$ cat src/rtl/addsub_arbiter.sv
`default_nettype none
// ============================================================================
//  Module   : addsub_arbiter (with internal add_sub_32 datapath)
//  Purpose  : Shares a single add/subtract datapath between two requesters.
//             Each requester uses a valid/ready handshake. A round-robin
//             arbiter picks the winner. Its operands are latched, run through
//             the ripple adder, and the registered result is returned on a
//             valid/ready response channel tagged with the requester ID.
//  Ports    : clk, rst            - clock, synchronous active-high reset
//             req0_* / req1_*     - valid, ready, a, b, sub per requester
//             rsp_valid/rsp_ready - response handshake
//             rsp_id, rsp_sum, rsp_cout, rsp_ovf, rsp_zero - result fields
//  Revision : 1.0 - initial release
// ============================================================================

// ----------------------------------------------------------------------------
//  add_sub_32 : N-bit ripple-carry adder/subtractor.
//  sum = a + (b ^ {N{sel}}) + cin. With sel = cin = 1 this computes a - b.
// ----------------------------------------------------------------------------
module add_sub_32 #(
  parameter int N = 32
) (
  input  logic [N-1:0] i_a,
  input  logic [N-1:0] i_b,
  input  logic         i_sel,
  input  logic         i_cin,
  output logic [N-1:0] o_sum,
  output logic         o_cout
);

  logic [N:0]   w_c;
  logic [N-1:0] w_bx;

  assign w_c[0] = i_cin;

  genvar gi;
  generate
    for (gi = 0; gi < N; gi++) begin : g_ripple
      assign w_bx[gi]    = i_b[gi] ^ i_sel;
      assign o_sum[gi]   = i_a[gi] ^ w_bx[gi] ^ w_c[gi];
      assign w_c[gi + 1] = (i_a[gi] & w_bx[gi]) | (w_c[gi] & (i_a[gi] ^ w_bx[gi]));
    end
  endgenerate

  assign o_cout = w_c[N];

endmodule

// ----------------------------------------------------------------------------
//  addsub_arbiter : top level
// ----------------------------------------------------------------------------
module addsub_arbiter #(
  parameter int N = 32
) (
  input  logic         clk,
  input  logic         rst,

  input  logic         req0_valid,
  output logic         req0_ready,
  input  logic [N-1:0] req0_a,
  input  logic [N-1:0] req0_b,
  input  logic         req0_sub,

  input  logic         req1_valid,
  output logic         req1_ready,
  input  logic [N-1:0] req1_a,
  input  logic [N-1:0] req1_b,
  input  logic         req1_sub,

  output logic         rsp_valid,
  input  logic         rsp_ready,
  output logic         rsp_id,
  output logic [N-1:0] rsp_sum,
  output logic         rsp_cout,
  output logic         rsp_ovf,
  output logic         rsp_zero
);

  typedef enum logic [1:0] {
    ST_IDLE = 2'd0,
    ST_EXEC = 2'd1,
    ST_RESP = 2'd2
  } state_t;

  state_t       r_state;
  state_t       w_next;

  // Operand registers: the adder sees only these, never the live inputs.
  logic [N-1:0] r_a;
  logic [N-1:0] r_b;
  logic         r_sub;
  logic         r_id;

  // Requester granted on the most recent accept.
  logic         r_last;

  // Result registers.
  logic [N-1:0] r_sum;
  logic         r_cout;
  logic         r_ovf;
  logic         r_zero;
  logic         r_rid;

  logic         w_acc;
  logic         w_gnt;
  logic         w_accept;

  logic [N-1:0] w_sum;
  logic         w_cout;
  logic [N-1:0] w_bx;
  logic         w_ovf;

  // --------------------------------------------------------------------------
  // Shared datapath
  // --------------------------------------------------------------------------
  add_sub_32 #(.N(N)) u_add_sub (
    .i_a    (r_a),
    .i_b    (r_b),
    .i_sel  (r_sub),
    .i_cin  (r_sub),
    .o_sum  (w_sum),
    .o_cout (w_cout)
  );

  // Overflow is judged against the effective (possibly inverted) b operand.
  assign w_bx  = r_b ^ {N{r_sub}};
  assign w_ovf = (r_a[N-1] == w_bx[N-1]) && (w_sum[N-1] != r_a[N-1]);

  // --------------------------------------------------------------------------
  // Next state, arbitration and ready generation
  // --------------------------------------------------------------------------
  always_comb begin
    w_next     = r_state;
    w_acc      = 1'b0;
    w_gnt      = ~r_last;
    w_accept   = 1'b0;
    req0_ready = 1'b0;
    req1_ready = 1'b0;

    // Accept window: idle, or the held result is leaving this cycle so the
    // result registers free up at the same edge a new operation is latched.
    case (r_state)
      ST_IDLE: w_acc = 1'b1;
      ST_RESP: w_acc = rsp_ready;
      default: w_acc = 1'b0;
    endcase

    // Nothing may complete during a reset cycle.
    if (rst) begin
      w_acc = 1'b0;
    end

    // A lone valid requester wins outright. Otherwise the one not granted
    // last wins. With no valid requester the pointer choice is kept so only
    // one ready is ever high.
    if (req0_valid && !req1_valid) begin
      w_gnt = 1'b0;
    end else if (req1_valid && !req0_valid) begin
      w_gnt = 1'b1;
    end else begin
      w_gnt = ~r_last;
    end

    req0_ready = w_acc && (w_gnt == 1'b0);
    req1_ready = w_acc && (w_gnt == 1'b1);
    w_accept   = (req0_ready && req0_valid) || (req1_ready && req1_valid);

    case (r_state)
      ST_IDLE: begin
        if (w_accept) begin
          w_next = ST_EXEC;
        end
      end
      ST_EXEC: begin
        w_next = ST_RESP;
      end
      ST_RESP: begin
        if (rsp_ready) begin
          w_next = w_accept ? ST_EXEC : ST_IDLE;
        end
      end
      default: begin
        w_next = ST_IDLE;
      end
    endcase
  end

  // --------------------------------------------------------------------------
  // State register
  // --------------------------------------------------------------------------
  always_ff @(posedge clk) begin
    if (rst) begin
      r_state <= ST_IDLE;
    end else begin
      r_state <= w_next;
    end
  end

  // --------------------------------------------------------------------------
  // Operand latch and grant pointer
  // --------------------------------------------------------------------------
  always_ff @(posedge clk) begin
    if (rst) begin
      r_a    <= '0;
      r_b    <= '0;
      r_sub  <= 1'b0;
      r_id   <= 1'b0;
      r_last <= 1'b1;
    end else if (w_accept) begin
      r_last <= w_gnt;
      r_id   <= w_gnt;
      if (w_gnt) begin
        r_a   <= req1_a;
        r_b   <= req1_b;
        r_sub <= req1_sub;
      end else begin
        r_a   <= req0_a;
        r_b   <= req0_b;
        r_sub <= req0_sub;
      end
    end
  end

  // --------------------------------------------------------------------------
  // Result registers: loaded only in EXEC, so they hold steady throughout
  // RESP regardless of what the requesters do.
  // --------------------------------------------------------------------------
  always_ff @(posedge clk) begin
    if (rst) begin
      r_sum  <= '0;
      r_cout <= 1'b0;
      r_ovf  <= 1'b0;
      r_zero <= 1'b0;
      r_rid  <= 1'b0;
    end else if (r_state == ST_EXEC) begin
      r_sum  <= w_sum;
      r_cout <= w_cout;
      r_ovf  <= w_ovf;
      r_zero <= ~|w_sum;
      r_rid  <= r_id;
    end
  end

  assign rsp_valid = (r_state == ST_RESP);
  assign rsp_id    = r_rid;
  assign rsp_sum   = r_sum;
  assign rsp_cout  = r_cout;
  assign rsp_ovf   = r_ovf;
  assign rsp_zero  = r_zero;

endmodule
`default_nettype wire
$ cat config.mk
export PLATFORM = sky130hd
export DESIGN_NAME = addsub_arbiter
export DESIGN_NICKNAME = d
export VERILOG_FILES = /design/src/rtl/addsub_arbiter.sv
export SDC_FILE = /design/constraint.sdc
export NUM_CORES = 1
export LEC_CHECK = 0
export ABC_AREA = 1
export BUFFER_PORTS_ARGS = -buffer_cell sky130_fd_sc_hd__buf_4
export CAP_MARGIN = 20
export CORE_MARGIN = 5
export CORE_UTILIZATION = 35
export DETAILED_ROUTE_END_ITERATION = 6
export HOLD_SLACK_MARGIN = 0.15
export PLACE_DENSITY = 0.55
export SYNTH_ARGS = -nofsm -noshare
export SYNTH_HDL_FRONTEND = slang
export SYNTH_HIERARCHICAL = 1
export SYNTH_SLANG_ARGS = --single-unit
export TNS_END_PERCENT = 100
$ cat constraint.sdc
create_clock -name clk -period 17.6 [get_ports clk]
set_clock_uncertainty 0.05 [all_clocks]
set_input_delay 2.64 -clock clk [delete_from_list [all_inputs] [get_ports clk]]
set_output_delay 2.64 -clock clk [all_outputs]
set_load 0.03 [all_outputs]
==> impl_metrics.tcl <==
set metrics [dict create \
    p_total_uw 764 \
    critical-path-top-delay-family "adder cells" \
    port_buffers 173 \
    area_growth_pct 25.0 \
    r2r_cells 46 \
    coreArea_um2 17400 \
    clk_latency_ns 0.35 \
    nets 1219 \
    finalHoldViolations 0 \
    antenna_found_initial 0 \
    worstHoldPathType "reg -> reg" \
    async_flop_share_pct 0 \
    drv_cap 0 \
    cts_tree "yes" \
    first_pass_iters 5 \
    synth_fa_ha_area_share_pct 10.3 \
    ant_nets 0 \
    drc 0 \
    fmax_ghz 0.0688 \
    dr_total_vias 5834 \
    syn_area_per_cell_um2 6.74 \
    worstSetupPathType "reg -> reg" \
    n_antenna_cell 0 \
    cts_made_buffers 9 \
    period_needed_ns 14.53 \
    grt_pass1_wl_um 28700 \
    cts.hold.buffers_added 0 \
    rsz0062_at_grt "no" \
    setup_tns_ns 0 \
    ys_types 27 \
    ir_drop_v 0.0000520 \
    end_kind "flop" \
    synth_top_family_by_area "simple AND/OR/NAND/NOR gates" \
    routed_wl_um 17900 \
    synth_top_cell_by_area "dfxtp_1" \
    synth_area_leaders "dfxtp_1, nand2_1, fa_1" \
    routabilityCongestion 0.837 \
    drive_above_1_share_pct 20.3 \
    muxShareOfSynthArea_pct 0 \
    die_h_um 143 \
    yosys.area_share.simple_pct 30.4 \
    drt-initial-drc-count 340 \
    powerDensity_nw_per_um2 98.6 \
    cts_setup_buffers 0 \
    via_per_inst 4.55 \
    grt_pass1_vias 5451 \
    chipWidth_um 143 \
    final_cell_area_um2 7750 \
    synth-compound-area-share_pct 10.9 \
    crit_buf_inv 6 \
    grt_max_degree 102 \
    min_path_cells 2 \
    grt_overflow 0 \
    io_pins 174 \
    cts.repair.resized 0 \
    synth_cells 920 \
    cts.path.max_buffers 2 \
    synth_ff_type "dfxtp_1" \
    synth_top_cell_area_share_pct 33.9 \
    p_leak_nw 3.97 \
    ys_seq_area_share_pct 33.9 \
    cp_num_cells 46 \
    dpl_cell_area_um2 7470 \
    setup_violations 0 \
    timing.critical_path.mode_cell "fa_1" \
    status "completed" \
    crit_arrival_ns 14.77 \
    track_usage_pct 17.8 \
    synth_seq_cells 105 \
    synth-xor-area-share_pct 0.141 \
    rows 48 \
    drv_slew 0 \
    htree_levels 3 \
    root_buffer "clkbuf_16" \
    maxSlewHeadroom_pct 31.6 \
    wl_per_cell_um 14.0 \
    clkTransAtPathRegs_ns 0.07 \
    max_stage_delay_ns 0.58 \
    synth.net_count 1087 \
    synthesis.area_um2 6200 \
    initial_core_util_pct 35.7 \
    cpMaxStageDelayCell "dfxtp_1" \
    cp_max_fo 32 \
    yosysWarnings 6 \
    crit_path_start_kind "flop" \
    cts_sinks 105 \
    tightest_slew_ns 1.03 \
    synth-edff-count 0 \
    dieArea_um2 20500 \
    place_hpwl_um 13300 \
    fin_crit_sh_pct 82.6 \
    crit_required_ns 17.84 \
]
[worst register-to-register path, delay by kind of cell, from the launching register on]
kind	cells	cell delay, ns
flops	1	0.58
buf+inv	6	0.83
fa+ha+maj	32	12.38
compound gates	1	0.10
simple gates	7	0.52
[sequential cells by signal, indices dropped and copies added (netlist names)]
register / cells
r_a: 32
r_b: 32
r_id: 1
r_last: 1
r_state: 2
r_sub: 1
rsp_cout: 1
rsp_id: 1
rsp_ovf: 1
rsp_sum: 32
rsp_zero: 1
[cell usage after synthesis, types with 2 or more instances]
cell type	number
a21oi_1	51
buf_6	10
inv_2	3
nand4_1	2
inv_1	127
nand2_2	10
nand3_1	89
buf_4	13
fa_1	32
nand2_1	231
nor2_1	123
o21ai_0	55
clkbuf_1	14
dfxtp_1	105
buf_2	22
o21ai_1	22
[power by group]
part / internal, mW / leakage (nW) / switching (mW) / total (mW)
combinational: 0.106 / 2.97 / 0.170 / 0.276
sequential: 0.269 / 0.871 / 0.0221 / 0.291
clock: 0.110 / 0.133 / 0.0866 / 0.196
[through the flow]
step | std cells | hold WS (ns) | utilization (%) | worst slack, ns
after floorplan | 920 | 0.382 | - | 4.16
after global placement | 1266 | 0.397 | 43.0 | 3.26
after detailed placement | 1266 | 0.399 | 43.0 | 3.19
after CTS | 1281 | 0.411 | 44.6 | 3.16
after global routing | 1281 | 0.432 | 44.6 | 2.45
final | 1281 | 0.411 | 44.6 | 3.07
[logic make-up (layout without fill, tap and decap cells)]
kind of cell | count (synthesis) | after routing
AOI/OAI and AO/OA | 132 | 132
xor gates and xnor gates | 1 | 1
adders and majority gates | 32 | 32
buffers and inverters | 191 | 327
DFF | 105 | 105
and+or+nand+nor | 459 | 459
[layout by cell type, fill, tap and decap left out]
cell type / instances
nor2_1: 123
nand2_2: 12
inv_1: 126
nand4_1: 2
nand2_1: 229
nor3_1: 1
clkbuf_1: 3
clkinvlp_4: 1
nand3b_4: 1
a211oi_1: 1
nor2_2: 1
clkinv_2: 1
o21ai_4: 1
buf_4: 181
a21oi_1: 51
bufinv_16: 1
dfxtp_1: 105
o21ai_0: 55
inv_8: 1
inv_2: 4
o211ai_1: 1
nand3_1: 89
clkbuf_16: 9
nor2_4: 1
o211a_1: 1
o21ai_1: 22
xnor2_1: 1
fa_1: 32
[layout make-up]
class / count / area, um2
Sequential cell: 105 / 2100
Clock inverter: 3 / 42.5
Fill cell: 1887 / 9610
Multi-Input combinational cell: 624 / 3230
Tap cell: 225 / 282
Timing Repair Buffer: 181 / 1360
Clock buffer: 12 / 236
Inverter: 131 / 499
[layer usage]
layer	GRT usage, %	wire [um]	vias to the layer above
met4	4.95	208	0
li1	-	-	3083
met3	3.68	1100	14
met2	24.6	7360	133
met5	0	0	-
met1	27.5	9240	2604
[worst paths after layout]
| kind | startpoint | endpoint | slack, ns |
|---|---|---|---|
| max | r_sub$_SDFFE_PP0P_ | rsp_zero$_SDFFE_PP0N_ | 3.07 |
| min | r_id$_SDFFE_PP0P_ | r_id$_SDFFE_PP0P_ | 0.41 |
| max reg2reg | r_sub$_SDFFE_PP0P_ | rsp_zero$_SDFFE_PP0N_ | 3.07 |
| min reg2reg | r_id$_SDFFE_PP0P_ | r_id$_SDFFE_PP0P_ | 0.41 |
(Power assumes the default switching activity.)
